[src/rtl/cmp_sched_pkg.sv]
// cmp_sched_pkg: shared state encoding, response codes and timeout default
package cmp_sched_pkg;
  typedef enum logic [2:0] {S_IDLE, S_ISSUE, S_WAIT, S_VALID, S_DONE} state_t;
  localparam logic [1:0] CODE_ZERO = 2'b00;
  localparam logic [1:0] CODE_NEG  = 2'b01;
  localparam logic [1:0] CODE_POS  = 2'b10;
  localparam logic [1:0] CODE_TMO  = 2'b11;
  localparam int TIMEOUT_DEF = 15;
endpackage

[src/rtl/cmp_sched_rr_arbiter.sv]
// rr_arbiter: combinational round-robin pick starting at the pointer index
module rr_arbiter #(
  parameter int N_REQ = 4,
  parameter int IW = 2
) (
  input  logic [N_REQ-1:0] i_req,
  input  logic [IW-1:0]    i_ptr,
  output logic [N_REQ-1:0] o_gnt,
  output logic [IW-1:0]    o_idx,
  output logic             o_any
);
  always_comb begin
    o_gnt = '0;
    o_idx = '0;
    o_any = 1'b0;
    for (int o = 0; o < N_REQ; o++) begin
      automatic int k = (int'(i_ptr) + o) % N_REQ;
      if (!o_any && i_req[k]) begin
        o_gnt[k] = 1'b1;
        o_idx = IW'(k);
        o_any = 1'b1;
      end
    end
  end
endmodule

[src/rtl/cmp_sched.sv]
// cmp_sched: round-robin scheduler sharing one compare unit among N_REQ requesters
module cmp_sched
  import cmp_sched_pkg::*;
#(
  parameter int N_REQ = 4,
  parameter int TIMEOUT = TIMEOUT_DEF
) (
  input  logic                 clk,
  input  logic                 rst,
  input  logic [N_REQ-1:0]     req,
  input  logic [8*N_REQ-1:0]   req_data,
  output logic [N_REQ-1:0]     gnt,
  output logic                 resp_valid,
  output logic [1:0]           resp_id,
  output logic [1:0]           resp_code,
  output logic                 busy,
  output logic                 cmp_start,
  output logic [7:0]           cmp_data,
  input  logic                 cmp_rdy,
  input  logic [7:0]           cmp_result
);
  localparam int IW = N_REQ > 1 ? $clog2(N_REQ) : 1;
  localparam int CW = $clog2(TIMEOUT + 1);

  state_t r_state, w_state_n;
  logic [IW-1:0] r_idx, w_idx_n, r_ptr, w_ptr_n, w_arb_idx;
  logic [N_REQ-1:0] r_gnt, w_gnt_n, w_arb_gnt;
  logic [7:0] r_op, w_op_n;
  logic [CW-1:0] r_cnt, w_cnt_n;
  logic [1:0] r_code, w_code_n;
  logic w_any;
  logic w_unused;

  assign w_unused = ^cmp_result[7:2];

  rr_arbiter #(.N_REQ(N_REQ), .IW(IW)) u_arb (
    .i_req(req),
    .i_ptr(r_ptr),
    .o_gnt(w_arb_gnt),
    .o_idx(w_arb_idx),
    .o_any(w_any)
  );

  always_comb begin
    w_state_n = r_state;
    w_idx_n = r_idx;
    w_ptr_n = r_ptr;
    w_gnt_n = r_gnt;
    w_op_n = r_op;
    w_cnt_n = r_cnt;
    w_code_n = r_code;
    case (r_state)
      S_IDLE: if (w_any) begin
        w_state_n = S_ISSUE;
        w_idx_n = w_arb_idx;
        w_gnt_n = w_arb_gnt;
        w_op_n = req_data[8*w_arb_idx +: 8];
        w_ptr_n = (w_arb_idx == IW'(N_REQ - 1)) ? '0 : w_arb_idx + 1'b1;
      end
      S_ISSUE: begin
        w_cnt_n = '0;
        w_state_n = S_WAIT;
      end
      S_WAIT: begin
        w_cnt_n = r_cnt + 1'b1;
        if (cmp_rdy) w_state_n = S_VALID;
        else if (r_cnt == CW'(TIMEOUT)) begin
          w_code_n = CODE_TMO;
          w_state_n = S_DONE;
        end
      end
      S_VALID: begin
        w_code_n = cmp_result[1:0];
        w_state_n = S_DONE;
      end
      S_DONE: begin
        w_gnt_n = '0;
        w_state_n = S_IDLE;
      end
      default: w_state_n = S_IDLE;
    endcase
  end

  always_ff @(posedge clk) begin
    if (rst) begin
      r_state <= S_IDLE;
      r_idx <= '0;
      r_ptr <= '0;
      r_gnt <= '0;
      r_op <= '0;
      r_cnt <= '0;
      r_code <= '0;
    end else begin
      r_state <= w_state_n;
      r_idx <= w_idx_n;
      r_ptr <= w_ptr_n;
      r_gnt <= w_gnt_n;
      r_op <= w_op_n;
      r_cnt <= w_cnt_n;
      r_code <= w_code_n;
    end
  end

  assign gnt = r_gnt;
  assign busy = r_state != S_IDLE;
  assign cmp_start = r_state == S_ISSUE;
  assign cmp_data = (r_state inside {S_ISSUE, S_WAIT, S_VALID}) ? r_op : '0;
  assign resp_valid = r_state == S_DONE;
  assign resp_id = resp_valid ? 2'(r_idx) : '0;
  assign resp_code = resp_valid ? r_code : '0;
endmodule

[config.mk]
export PLATFORM = sky130hd
export DESIGN_NAME = cmp_sched
export DESIGN_NICKNAME = d
export VERILOG_FILES = /design/src/rtl/cmp_sched_pkg.sv /design/src/rtl/cmp_sched_rr_arbiter.sv /design/src/rtl/cmp_sched.sv
export SDC_FILE = /design/constraint.sdc
export NUM_CORES = 1
export LEC_CHECK = 0
export ABC_CLOCK_PERIOD_IN_PS = 5400
export CORE_MARGIN = 2
export CORE_UTILIZATION = 50
export CTS_CLUSTER_DIAMETER = 40
export DETAILED_ROUTE_END_ITERATION = 10
export HOLD_SLACK_MARGIN = 0.12
export PLACE_DENSITY_LB_ADDON = 0.08
export SETUP_SLACK_MARGIN = 0.5
export SYNTH_ARGS = -nofsm -noshare
export SYNTH_HDL_FRONTEND = slang
export SYNTH_SLANG_ARGS = --single-unit
[constraint.sdc]
create_clock -name clk -period 5.4 [get_ports clk]
set_clock_uncertainty 0.2 [all_clocks]
set_input_delay 0.81 -clock clk [delete_from_list [all_inputs] [get_ports clk]]
set_output_delay 0.81 -clock clk [all_outputs]
set_load 0.01 [all_outputs]
# Word level (Yosys, flattened, before mapping)
# Index checks and enable logic that the tools add are counted.
totals:
  regBits: 25
  in_bits: 47
  out_inout_bits: 19
  word_cells: 105
classes:
  add_sub_neg: 5
  n_lt_le_gt_ge: 8
  n_eq_ne: 10
  shift: 1
  muxes: 45
  bitwise_logic: 6
  reduce_logical: 23
op_table:
  columns: ["operator", "n"]
  rows:
  - ["indexed part select 32 x 6 -> 8 bit", 1]
  - ["two-way mux 4 bit", 5]
  - ["two-way mux 2 bit", 9]
  - ["one-hot mux 4 bit (2 select lines)", 2]
  - ["two-way mux 1 bit", 15]
  - ["< comparator 3 x 4 -> 1 bit, second input constant", 3]
  - ["OR 4 bit", 3]
  - ["one-hot mux 3 bit (4 select lines)", 1]
  - [">= comparator 3 x 1 -> 1 bit, second input constant", 3]
  - ["two-way mux 3 bit", 3]
  - ["binary-select mux 1 bit (select 2 bit)", 4]
  - ["demux 1 bit (select 2 bit)", 4]
  - ["two-way mux 8 bit", 1]
  - ["logical AND 1 bit", 7]
  - ["== test 3 x 2 -> 1 bit, second input constant", 2]
  - ["AND reduction 2 bit", 3]
  - ["nonzero test 2 bit", 3]
  - ["nonzero test 3 bit", 2]
  - ["OR reduction 2 bit", 3]
  - ["adder 2 x 1 -> 2 bit, second input constant", 2]
  - ["adder 2 bit, second input constant", 2]
  - ["adder 4 x 1 -> 4 bit, second input constant", 1]
  - ["== test 4 bit, second input constant", 1]
  - ["inequality test 2 bit, second input constant", 2]
  - ["12 further kinds", 16]

# Logic depth before layout (Yosys ltp)
# Gate-level depths: netlist (run 1).
logic_depth:
  ltp_word: 16
  depth_mapped: 15
  ltp_nobuf: 11

# Cells and area by module
# A second synthesis (run 1) with hierarchy kept.
unflattened:
  hier_cells: 208
  hier_area_um2: 1809.2
by_module_without_submodules:
  columns: ["mod", "instances", "cells_each", "area_each_um2", "seq_area_each_um2"]
  rows:
  - ["cmp_sched", 1, 163, 1387.6, 500.5]
  - ["rr_arbiter", 1, 45, 421.7, 0.0]

# Worst setup path before layout (run 1)
# No wires, ideal clock.
synth_timing:
  path_type: "flip-flop to flip-flop"
  from: "register r_ptr[0]"
  to: "register r_ptr[0]"
  setup_ps: 128
  arrival_ps: 3098
  required_ps: 5072
  slack_ps: 1974
  stages_incl_launch_ff: 15
  n_path_buf: 5
  synth_period_minus_slack_ps: 3426
  cell_sequence: "dfxtp_1 > buf_6 > buf_4 > buf_1 > inv_1 > ha_1 > buf_6 > mux4_2 > o311a_4 > a31oi_4 > buf_6 > ha_1 > nor2_1 > a22oi_1 > nor2_1"
synth_via:
  elab_chain_len: 14
  word_cells_on_any_way: 32
  classes_between: "add/sub (4); eq/ne (1); mux (20); reduce/logical (7)"
synth_lines:
  columns: ["item", "line", "rtl"]
  rows:
  - ["from (decl)", "cmp_sched.sv:26", "logic [IW-1:0] r_idx, w_idx_n, r_ptr, w_ptr_n, w_arb_idx;"]
  - ["from (signal assigned)", "cmp_sched.sv:96", "r_ptr <= w_ptr_n;"]
  - ["adder 2 x 1 -> 2 bit or binary-select mux 1 bit (select 2 bit) (tied branches)", "cmp_sched_rr_arbiter.sv:17, cmp_sched_rr_arbiter.sv:18", null]
  - ["binary-select mux 1 bit (select 2 bit) or two-way mux 1 bit (tied branches)", "cmp_sched_rr_arbiter.sv:18", "if (!o_any && i_req[k]) begin"]
  - ["two-way mux 1 bit (implied by the code)", "cmp_sched_rr_arbiter.sv:18", null]
  - ["two-way mux 1 bit (implied by the code) or zero test 1 bit (tied branches)", "cmp_sched_rr_arbiter.sv:18", null]
  - ["logical AND 1 bit", "cmp_sched_rr_arbiter.sv:18", null]
  - ["two-way mux 1 bit", "cmp_sched_rr_arbiter.sv:18", null]
  - ["zero test 1 bit", "cmp_sched_rr_arbiter.sv:18", null]
  - ["logical AND 1 bit", "cmp_sched_rr_arbiter.sv:18", null]
  - ["two-way mux 1 bit", "cmp_sched_rr_arbiter.sv:18", null]
  - ["zero test 1 bit", "cmp_sched_rr_arbiter.sv:18", null]
  - ["logical AND 1 bit", "cmp_sched_rr_arbiter.sv:18", null]
  - ["two-way mux 2 bit (*)", "cmp_sched_rr_arbiter.sv:18", null]
  - ["named net u_arb.o_idx[1]", "cmp_sched_rr_arbiter.sv:9", "output logic [IW-1:0] o_idx,"]
  - ["== test 2 bit (*)", "cmp_sched.sv:58", "w_ptr_n = (w_arb_idx == IW'(N_REQ - 1)) ? '0 : w_arb_idx + 1'b1;"]
  - ["two-way mux 2 bit (*)", "cmp_sched.sv:58", null]
# Mark *: on every way through the listed nets, which the timed path passes. The rest lies on a longest branch. The select of a mux whose other input is x is not followed.
# A chain may end at the register's enable or synchronous reset.

# Final worst setup path (run 1)
layout_timing:
  from: "input port req[1]"
  to: "register r_op[3]"
layout_via:
  elab_chain_len: 13
  word_cells_on_any_way: 27
  classes_between: "shift (1); mux (19); reduce/logical (7)"
layout_lines:
  columns: ["item", "line", "rtl"]
  rows:
  - ["from (decl)", "cmp_sched.sv:10", "input logic [N_REQ-1:0] req,"]
  - ["binary-select mux 1 bit (select 2 bit)", "cmp_sched_rr_arbiter.sv:18", null]
  - ["two-way mux 1 bit (implied by the code)", "cmp_sched_rr_arbiter.sv:18", null]
  - ["two-way mux 1 bit", "cmp_sched_rr_arbiter.sv:18", null]
  - ["zero test 1 bit", "cmp_sched_rr_arbiter.sv:18", null]
  - ["logical AND 1 bit", "cmp_sched_rr_arbiter.sv:18", null]
  - ["two-way mux 1 bit", "cmp_sched_rr_arbiter.sv:18", null]
  - ["zero test 1 bit", "cmp_sched_rr_arbiter.sv:18", null]
  - ["logical AND 1 bit", "cmp_sched_rr_arbiter.sv:18", null]
  - ["two-way mux 1 bit", "cmp_sched_rr_arbiter.sv:18", null]
  - ["zero test 1 bit", "cmp_sched_rr_arbiter.sv:18", null]
  - ["logical AND 1 bit", "cmp_sched_rr_arbiter.sv:18", null]
  - ["two-way mux 2 bit or two-way mux 1 bit (tied branches)", "cmp_sched_rr_arbiter.sv:18", null]
  - ["indexed part select 32 x 6 -> 8 bit or AND reduction 2 bit (tied branches)", null, null]
  - ["to (signal assigned)", "cmp_sched.sv:98", "r_op <= w_op_n;"]
  - ["to (decl)", "cmp_sched.sv:28", "logic [7:0] r_op, w_op_n;"]
# Several ways; a longest one is shown, not always the timed one. The select of a mux whose other input is x is not followed.

==> metrics.md, run 1 <==
| Metric | Value |
|---|---|
| Drt pass-1 iters | `4` |
| Critical path class | `primary input to register` |
| Critical path fanouts, max | `15` |
| Area growth, synth to finish | `24.6%` |
| Critical path required time | `between 5 and 6 ns` |
| Die Wd | `71.7 µm` |
| DRC Markers | `0` |
| Fmax | `274 MHz` |
| Total negative slack | `0 ns` |
| Post-layout min period | `~3.7 ns` |
| RD Place Congestion | `about 0.84` |
| Clock slew seen by the registers of the worst setup and hold paths | `approximately 0.09 ns` |
| Worst R2R Path Depth | `8` |
| Worst-Skew Late Latency | `~0.27 ns` |
| P per Cell Area | `approximately 390 nW/µm²` |
| R2r setup slk | `about 1.8 ns` |
| TritonCTS Buffers | `3` |
| Peak supply drop | `between 0.0002 and 0.00025 V` |
| Number of routed nets with antenna violations | `0` |
| Sink Count | `25` |
| Sequential cell area fraction in the yosys report | `between 20% and 30%` |
| Register area | `about 500 µm²` |
| Site row count | `24` |
| Post-DP HPWL | `about 4.2 mm` |
| Number of global-route vias before repair | `slightly above 2,000` |
| Via count | `2,305` |
| Synth Cell Area | `between 2000 and 2500 µm²` |
| Initial antenna violation count | `0` |
| EDFF count, synth | `0` |
| Hold Vio Cnt, Final | `0` |
| Post-CTS Hold Buffers | `0` |
| Core area | `4380 µm²` |
| Global route overflow | `0` |
| Synth Register Bits | `25` |
| Avg Inst Size Synth | `roughly 7.9 µm²` |
| Max Cap Viol | `0` |
| Post-Synth Adder-Cell Area | `4.91%` |
| Class of the worst hold path | `register to register` |
| Wirelength per Cell | `15.0 µm` |
| Capturing element type of the critical path | `register` |
| Simple-Gate Fraction of Synth Area | `24.1%` |
| Primary FF master, synth | `dfxtp_1` |
| Total power | `between 0.001 and 0.0015 W` |
| Largest family of logic cells by synthesized area | `compound AO/OA/AOI/OAI gates` |
| Largest net degree at the start of global routing | `between 40 and 50` |
| Post-CTS sizing | `0` |
| Synth Instances | `just under 300` |
| Type of origin of the critical path | `primary input` |
| Port Buffer Count | `59` |
| Final setup fails | `0` |
| Final period utilization | `roughly two thirds` |
| Diode count | `0` |
| Outcome | `complete, no violations` |
| Metal3 WL | `around 400 µm` |
| Clock Path Buffers | `2` |
| HP Start | `r_idx[1]` |
| Fraction of layout cells with a size suffix above 1 | `approximately 7.5%` |
| Reg-to-reg startpoint | `r_ptr[1]` |
| Worst Tran Pin Value | `1.06 ns` |
| First-pass GRT wire length | `between 9 and 10 mm` |
| Number of H-tree levels | `1` |
| Top sig layer | `met4` |
| Post-synthesis xor/xnor area fraction | `0%` |
| Die ar. | `approximately 5100 µm²` |
| Die height | `71.7 µm` |
| Fillers | `around 420` |
| Vias/cell | `roughly 6` |
| Area of the multi-input gates | `around 1600 µm²` |
| Total track usage | `23.2%` |
| Post-synthesis mux area share | `between 10 and 15%` |
| Post-CTS Setup Inserts | `0` |
| Leakage | `~1.1 nW` |
| Mapped Nets | `approximately 350` |
| Detailed Route WL | `about 5.8 mm` |
| WHS Path Cells | `2` |
| Length of routed wiring on met1 | `2.82 mm` |
| Hold Path End | `r_idx[1]` |
| Total Nets Final | `391` |
| Cell variety after synth | `53` |
| CTS Root Cell | `clkbuf_8` |
| CTS tree | `built` |
| Fin. max-slew vios | `0` |
| Warnings, synthesis | `0` |
| Max-slew headroom | `29.3%` |
| # IOs | `66` |
| RSZ-0062 raised after global routing | `false` |
| Post-synth ARST share | `0%` |
| Initial core utilization | `52.3%` |
| DR WL met2 | `roughly 2.6 mm` |
| DRT iter0 DRCs | `approximately 140` |
| Worst EP arrival | `about 3.6 ns` |
| Compound-Gate Fraction of Synth Area | `between 20% and 30%` |
| Reg2Reg Capture Point | `r_op[3]` |
## through the flow
step	std cells	hold slack [ns]	area (µm²)	worst slack, ns	util [%]
floorplan	291	0.232	2290	1.97	-
detailed placement	382	0.245	2810	1.50	64.1
global route	386	0.294	2860	1.39	65.2
finish	386	0.254	2860	1.75	65.2
global placement	382	0.241	2810	1.55	64.1
CTS	386	0.258	2860	1.79	65.2
## cells in the final DEF, fill, tap and decap left out, types with 2 or more instances in the layout
cell | Yosys | final
clkdlybuf4s50_1 | 0 | 59
nor2_1 | 35 | 35
nand2_1 | 31 | 31
dfxtp_1 | 25 | 25
a21oi_1 | 23 | 23
inv_1 | 13 | 13
mux2i_1 | 11 | 11
o211ai_1 | 9 | 9
o21ai_0 | 9 | 9
ha_1 | 9 | 9
and2_1 | 8 | 8
nor2b_1 | 7 | 7
nor3_1 | 7 | 7
mux2_2 | 6 | 6
a311o_1 | 6 | 6
a31oi_1 | 6 | 6
a32o_1 | 5 | 5
and3_1 | 5 | 5
a22oi_1 | 5 | 5
nand3_1 | 5 | 5
a222oi_1 | 5 | 5
nand3b_1 | 4 | 4
a311oi_1 | 4 | 4
nor3b_1 | 3 | 3
clkbuf_8 | 0 | 3
nand4_1 | 2 | 2
mux4_2 | 2 | 2
a211oi_1 | 2 | 2
nand2b_1 | 2 | 2
a211o_2 | 2 | 2
## layer usage
| layer | global-route usage (%) | up-vias |
|---|---|---|
| met2 | 35.4 | 77 |
| met1 | 35.0 | 1055 |
| met5 | 0 | - |
| met3 | 3.09 | 4 |
| li1 | - | 1169 |
| met4 | 4.40 | 0 |
## cell usage after synthesis, types with 6 or more instances
| master | instances | area, µm² |
|---|---|---|
| o211ai_1 | 9 | 67.6 |
| clkbuf_1 | 7 | 26.3 |
| a31oi_1 | 6 | 37.5 |
| a311o_1 | 6 | 60.1 |
| inv_1 | 13 | 48.8 |
| a21oi_1 | 23 | 115 |
| buf_6 | 6 | 67.6 |
| nor3_1 | 7 | 35.0 |
| nor2_1 | 35 | 131 |
| dfxtp_1 | 25 | 500 |
| and2_1 | 8 | 50.1 |
| mux2i_1 | 11 | 110 |
| nand2_1 | 31 | 116 |
| nor2b_1 | 7 | 43.8 |
| mux2_2 | 6 | 67.6 |
| ha_1 | 9 | 113 |
| o21ai_0 | 9 | 45.0 |
## power breakdown
| group | internal (W) | total [W] | switching, W |
|---|---|---|---|
| Combinational | 0.000322 | 0.000725 | 0.000403 |
| Clock | 0.0000517 | 0.000113 | 0.0000616 |
| Sequential | 0.000234 | 0.000277 | 0.0000433 |
## worst max-delay path, stage by stage
cell,delay [ns]
clkdlybuf4s50_1,0.62
mux4_2,0.64
nor2b_1,0.85
o21ai_2,0.18
nand3b_1,0.15
o211ai_1,0.10
a311oi_1,0.27
## sequential cells by signal (all words and copies together) (netlist names)
| signal | cells |
|---|---|
| r_ptr | 2 |
| gnt | 4 |
| r_cnt | 4 |
| r_code | 2 |
| r_op | 8 |
| r_idx | 2 |
| r_state | 3 |
## cells by family (layout without fill, tap and decap cells)
family,Yosys count,in the layout
AND/OR/NAND/NOR,114,114
AO/OA/AOI/OAI,89,89
buffers and inverters,34,77
flip-flops,25,25
multiplexers,20,20
adder cells (fa/ha/maj),9,9
## worst max-delay path by stage
stage                   from       end  slack, ns
floorplan           r_ptr[0]  r_ptr[0]       1.97
global placement      req[1]   r_op[3]       1.55
detailed placement    req[1]   r_op[3]       1.50
CTS                   req[1]   r_op[3]       1.79
global route        r_ptr[1]   r_op[2]       1.39
finish                req[1]   r_op[3]       1.75
## cell type report
type	instances	share of cell area, %
Clock inverter	1	0.175
Timing Repair Buffer	60	20.9
Clock buffer	3	1.44
Inverter	13	1.71
Tap cell	52	2.28
Sequential cell	25	17.5
Multi-Input combinational cell	232	56.0
No activity file was read; power rests on OpenSTA's default activity.
==> run 2, diff against run 1 <==
--- a/config.mk
+++ b/config.mk
@@ -5,9 +5,9 @@
 export SDC_FILE = /design/constraint.sdc
 export NUM_CORES = 1
 export LEC_CHECK = 0
-export ABC_CLOCK_PERIOD_IN_PS = 5400
+export ABC_CLOCK_PERIOD_IN_PS = 3700
 export CORE_MARGIN = 2
-export CORE_UTILIZATION = 50
+export CORE_UTILIZATION = 48
 export CTS_CLUSTER_DIAMETER = 40
 export DETAILED_ROUTE_END_ITERATION = 10
 export HOLD_SLACK_MARGIN = 0.12
==> constraint.sdc (replaced) <==
create_clock -name clk -period 3.7 [get_ports clk]
set_clock_uncertainty 0.2 [all_clocks]
set_input_delay 0.555 -clock clk [delete_from_list [all_inputs] [get_ports clk]]
set_output_delay 0.555 -clock clk [all_outputs]
set_load 0.01 [all_outputs]
==> run 2 against run 1 <==
  * Core utilization shrank 2.1 points
  * Non-clock buffer count grew 10
  * Die area grew 3.9%
  * First-iteration DRC count shrank 41%
  * Worst setup slack lost 1.1 ns
  * Critical path type unchanged
  * Global-route usage shrank 0.86 points
  * Highest routed layer unchanged
  * Sequential power grew 45%
  * Via count grew 3.3%
  * Routed wire length grew 0.78%
==> metrics.md, run 2 (synthesized netlist as in run 1, its figures left out) <==
| Metric | Value |
|---|---|
| Critical Path Max Stage Delay | `around 0.56 ns` |
| Detailed Route WL | `around 6 mm` |
| Port Buffer Count | `just under 60` |
| Internal | `a little over 0.0009 W` |
| Number of routed nets with antenna violations | `0` |
| Non-filler instance count after layout | `around 400` |
| Clock slew seen by the registers of the worst setup and hold paths | `about 0.090 ns` |
| # IOs | `66` |
| Core area | `4660 µm²` |
| Critical path required time | `3.66 ns` |
| Buf+Inv Stages, Crit Path | `2` |
| Clk network pwr share | `~9.8%` |
| Total track usage | `22.3%` |
| First-pass GRT wire length | `about 9.6 mm` |
| Largest net degree at the start of global routing | `37` |
| Site row count | `25` |
| Switch Pwr | `around 0.00075 W` |
| RD Place Congestion | `about 0.83` |
| Fmax | `327 MHz` |
| Worst Slack Setup Final | `around 0.64 ns` |
| Total negative slack | `0 ns` |
| Max-slew headroom | `39.9%` |
| Vias/cell | `~6` |
| Worst path cell trace | `clkdlybuf4s50_1 -> mux4_2 -> buf_4 -> o311a_4 -> a31oi_4 -> ha_1 -> nor2_1 -> a22oi_1 -> nor2_1` |
| Worst-Skew Late Latency | `~0.27 ns` |
| Type of origin of the critical path | `primary input` |
| Via count | `2,382` |
| Class of the worst hold path | `register to register` |
| Max Cap Viol | `0` |
| TritonCTS Buffers | `3` |
| Reg2Reg Capture Point | `r_ptr[0]` |
| Leakage | `about 1.1 nW` |
| Die Wd | `between 70 and 80 µm` |
| Hold Vio Cnt, Final | `0` |
| Area growth, synth to finish | `28.2%` |
| Placed Area | `slightly below 3000 µm²` |
| Reg-to-reg startpoint | `r_ptr[0]` |
| Initial core utilization | `between 40% and 50%` |
| Most frequent cells in the layout | `59 x clkdlybuf4s50_1, 34 x nor2_1, 31 x nand2_1` |
| Outcome | `complete, no violations` |
| CTS Root Cell | `clkbuf_8` |
| Initial antenna violation count | `0` |
| Worst Tran Pin Value | `about 0.9 ns` |
| Final period utilization | `82.8%` |
| Setup crit end | `r_ptr[0]` |
| Share of total power in combinational logic | `between 60% and 70%` |
| Clock Path Buffers | `2` |
| Most common cell after layout, fill and taps aside | `clkdlybuf4s50_1` |
| P per Cell Area | `around 570 nW/µm²` |
| Worst R2R Path Depth | `10` |
| Capturing element type of the critical path | `register` |
| Crit path max-delay family | `compound AO/OA/AOI/OAI gates` |
| Switch share | `between 40% and 50%` |
| Total Nets Final | `roughly 400` |
| Critical path class | `primary input to register` |
| Max reg flops | `8` |
| Die ar. | `5350 µm²` |
| Diode count | `0` |
| Post-CTS Hold Buffers | `0` |
| Sink Count | `25` |
| Wirelength per Cell | `between 10 and 15 µm` |
| DRT iter0 DRCs | `81` |
| Dpl ws | `~0.36 ns` |
| Peak supply drop | `0.000324 V` |
| Die height | `~73 µm` |
| Critical-path top delay cell | `clkdlybuf4s50_1` |
| Fraction of layout cells with a size suffix above 1 | `between 10% and 20%` |
| Critical path launch point | `req[0]` |
| Global route overflow | `0` |
| CTS tree | `built` |
| Post-layout min period | `~3.1 ns` |
| RSZ-0062 raised after global routing | `false` |
| R2r setup slk | `~0.8 ns` |
| Most numerous cell on the critical path | `nor2_1` |
| Most flops, register | `r_op` |
| Number of global-route vias before repair | `slightly above 2,000` |
| Final instance area | `2940 µm²` |
| DRC Markers | `0` |
| Worst EP arrival | `~3.0 ns` |
| Drt pass-1 iters | `6` |
| Fin. max-slew vios | `0` |
| Reg power frac | `a little under a quarter` |
| Cell Count Post-Placement | `about 390` |
| Post-DP HPWL | `between 4 and 5 mm` |
| Number of H-tree levels | `1` |
| Critical path fanouts, max | `10` |
| WP depth | `9` |
| Final setup fails | `0` |
-- run 2: cell count changes in the layout (fill, tap and decap cells not counted) --
cell	before	now
nor2_1	35	34
nor2_2	0	1
dfxtp_1	25	24
buf_4	1	11
dfxtp_2	0	1
-- run 2: repair_timing --
action,4_1_cts,5_1_grt
endpoints found under the hold margin,0,0
setup buffers,0,1
gates resized for setup,0,1
endpoints found under the setup margin,0,10
-- run 2: power groups by stage --
stage	Clock [W]	Combinational, W	Sequential (W)
6_report	0.000164	0.00111	0.000403
3_5_place_dp	0	0.00110	0.000409
5_1_grt	0.000179	0.00122	0.000418
4_1_cts	0.000168	0.00111	0.000403
2_1_floorplan	0	0.000848	0.000392
3_3_place_gp	0	0.00108	0.000407
-- run 2: worst reg2reg max path, cell delays in order (launching register included) --
cell and delay, ns:
dfxtp_2 0.44, inv_1 0.11, ha_1 0.34, mux4_2 0.32, buf_4 0.18, o311a_4 0.38
a31oi_4 0.35, ha_1 0.21, nor2_1 0.05, a22oi_1 0.15, nor2_1 0.06
-- run 2: layer usage --
metal / part of all wire (%) / track usage [%] / up-vias
li1: - / - / 1195
met1: 47 / 30.5 / 1117
met2: 48 / 37.1 / 64
met3: 3.8 / 2.21 / 6
met4: 1.0 / 6.17 / 0
met5: 0 / 0 / -
-- run 2: layout make-up --
type / instances / area, µm²
Clock buffer: 3 / 41.3
Sequential cell: 25 / 502
Tap cell: 54 / 67.6
Timing Repair Buffer: 70 / 673
Clock inverter: 1 / 5.00
Fill cell: 429 / 1720
Inverter: 13 / 48.8
Multi-Input combinational cell: 232 / 1600
-- run 2: stage by stage --
stage	hold WS (ns)	utilization, %	total power, W
after floorplan	0.232	-	0.00124
final	0.256	63.1	0.00168
after global placement	0.239	61.9	0.00149
after CTS	0.255	62.8	0.00168
after global routing	0.293	63.1	0.00182
after detailed placement	0.243	61.9	0.00151
-- run 2: how the worst min path moves through the flow --
stage             start       end  cells past startpoint
2_1_floorplan  r_idx[1]  r_idx[1]                      2
3_3_place_gp   r_idx[1]  r_idx[1]                      2
3_5_place_dp   r_idx[1]  r_idx[1]                      2
4_1_cts        r_idx[1]  r_idx[1]                      2
5_1_grt          gnt[1]    gnt[1]                      2
6_report       r_idx[1]  r_idx[1]                      2
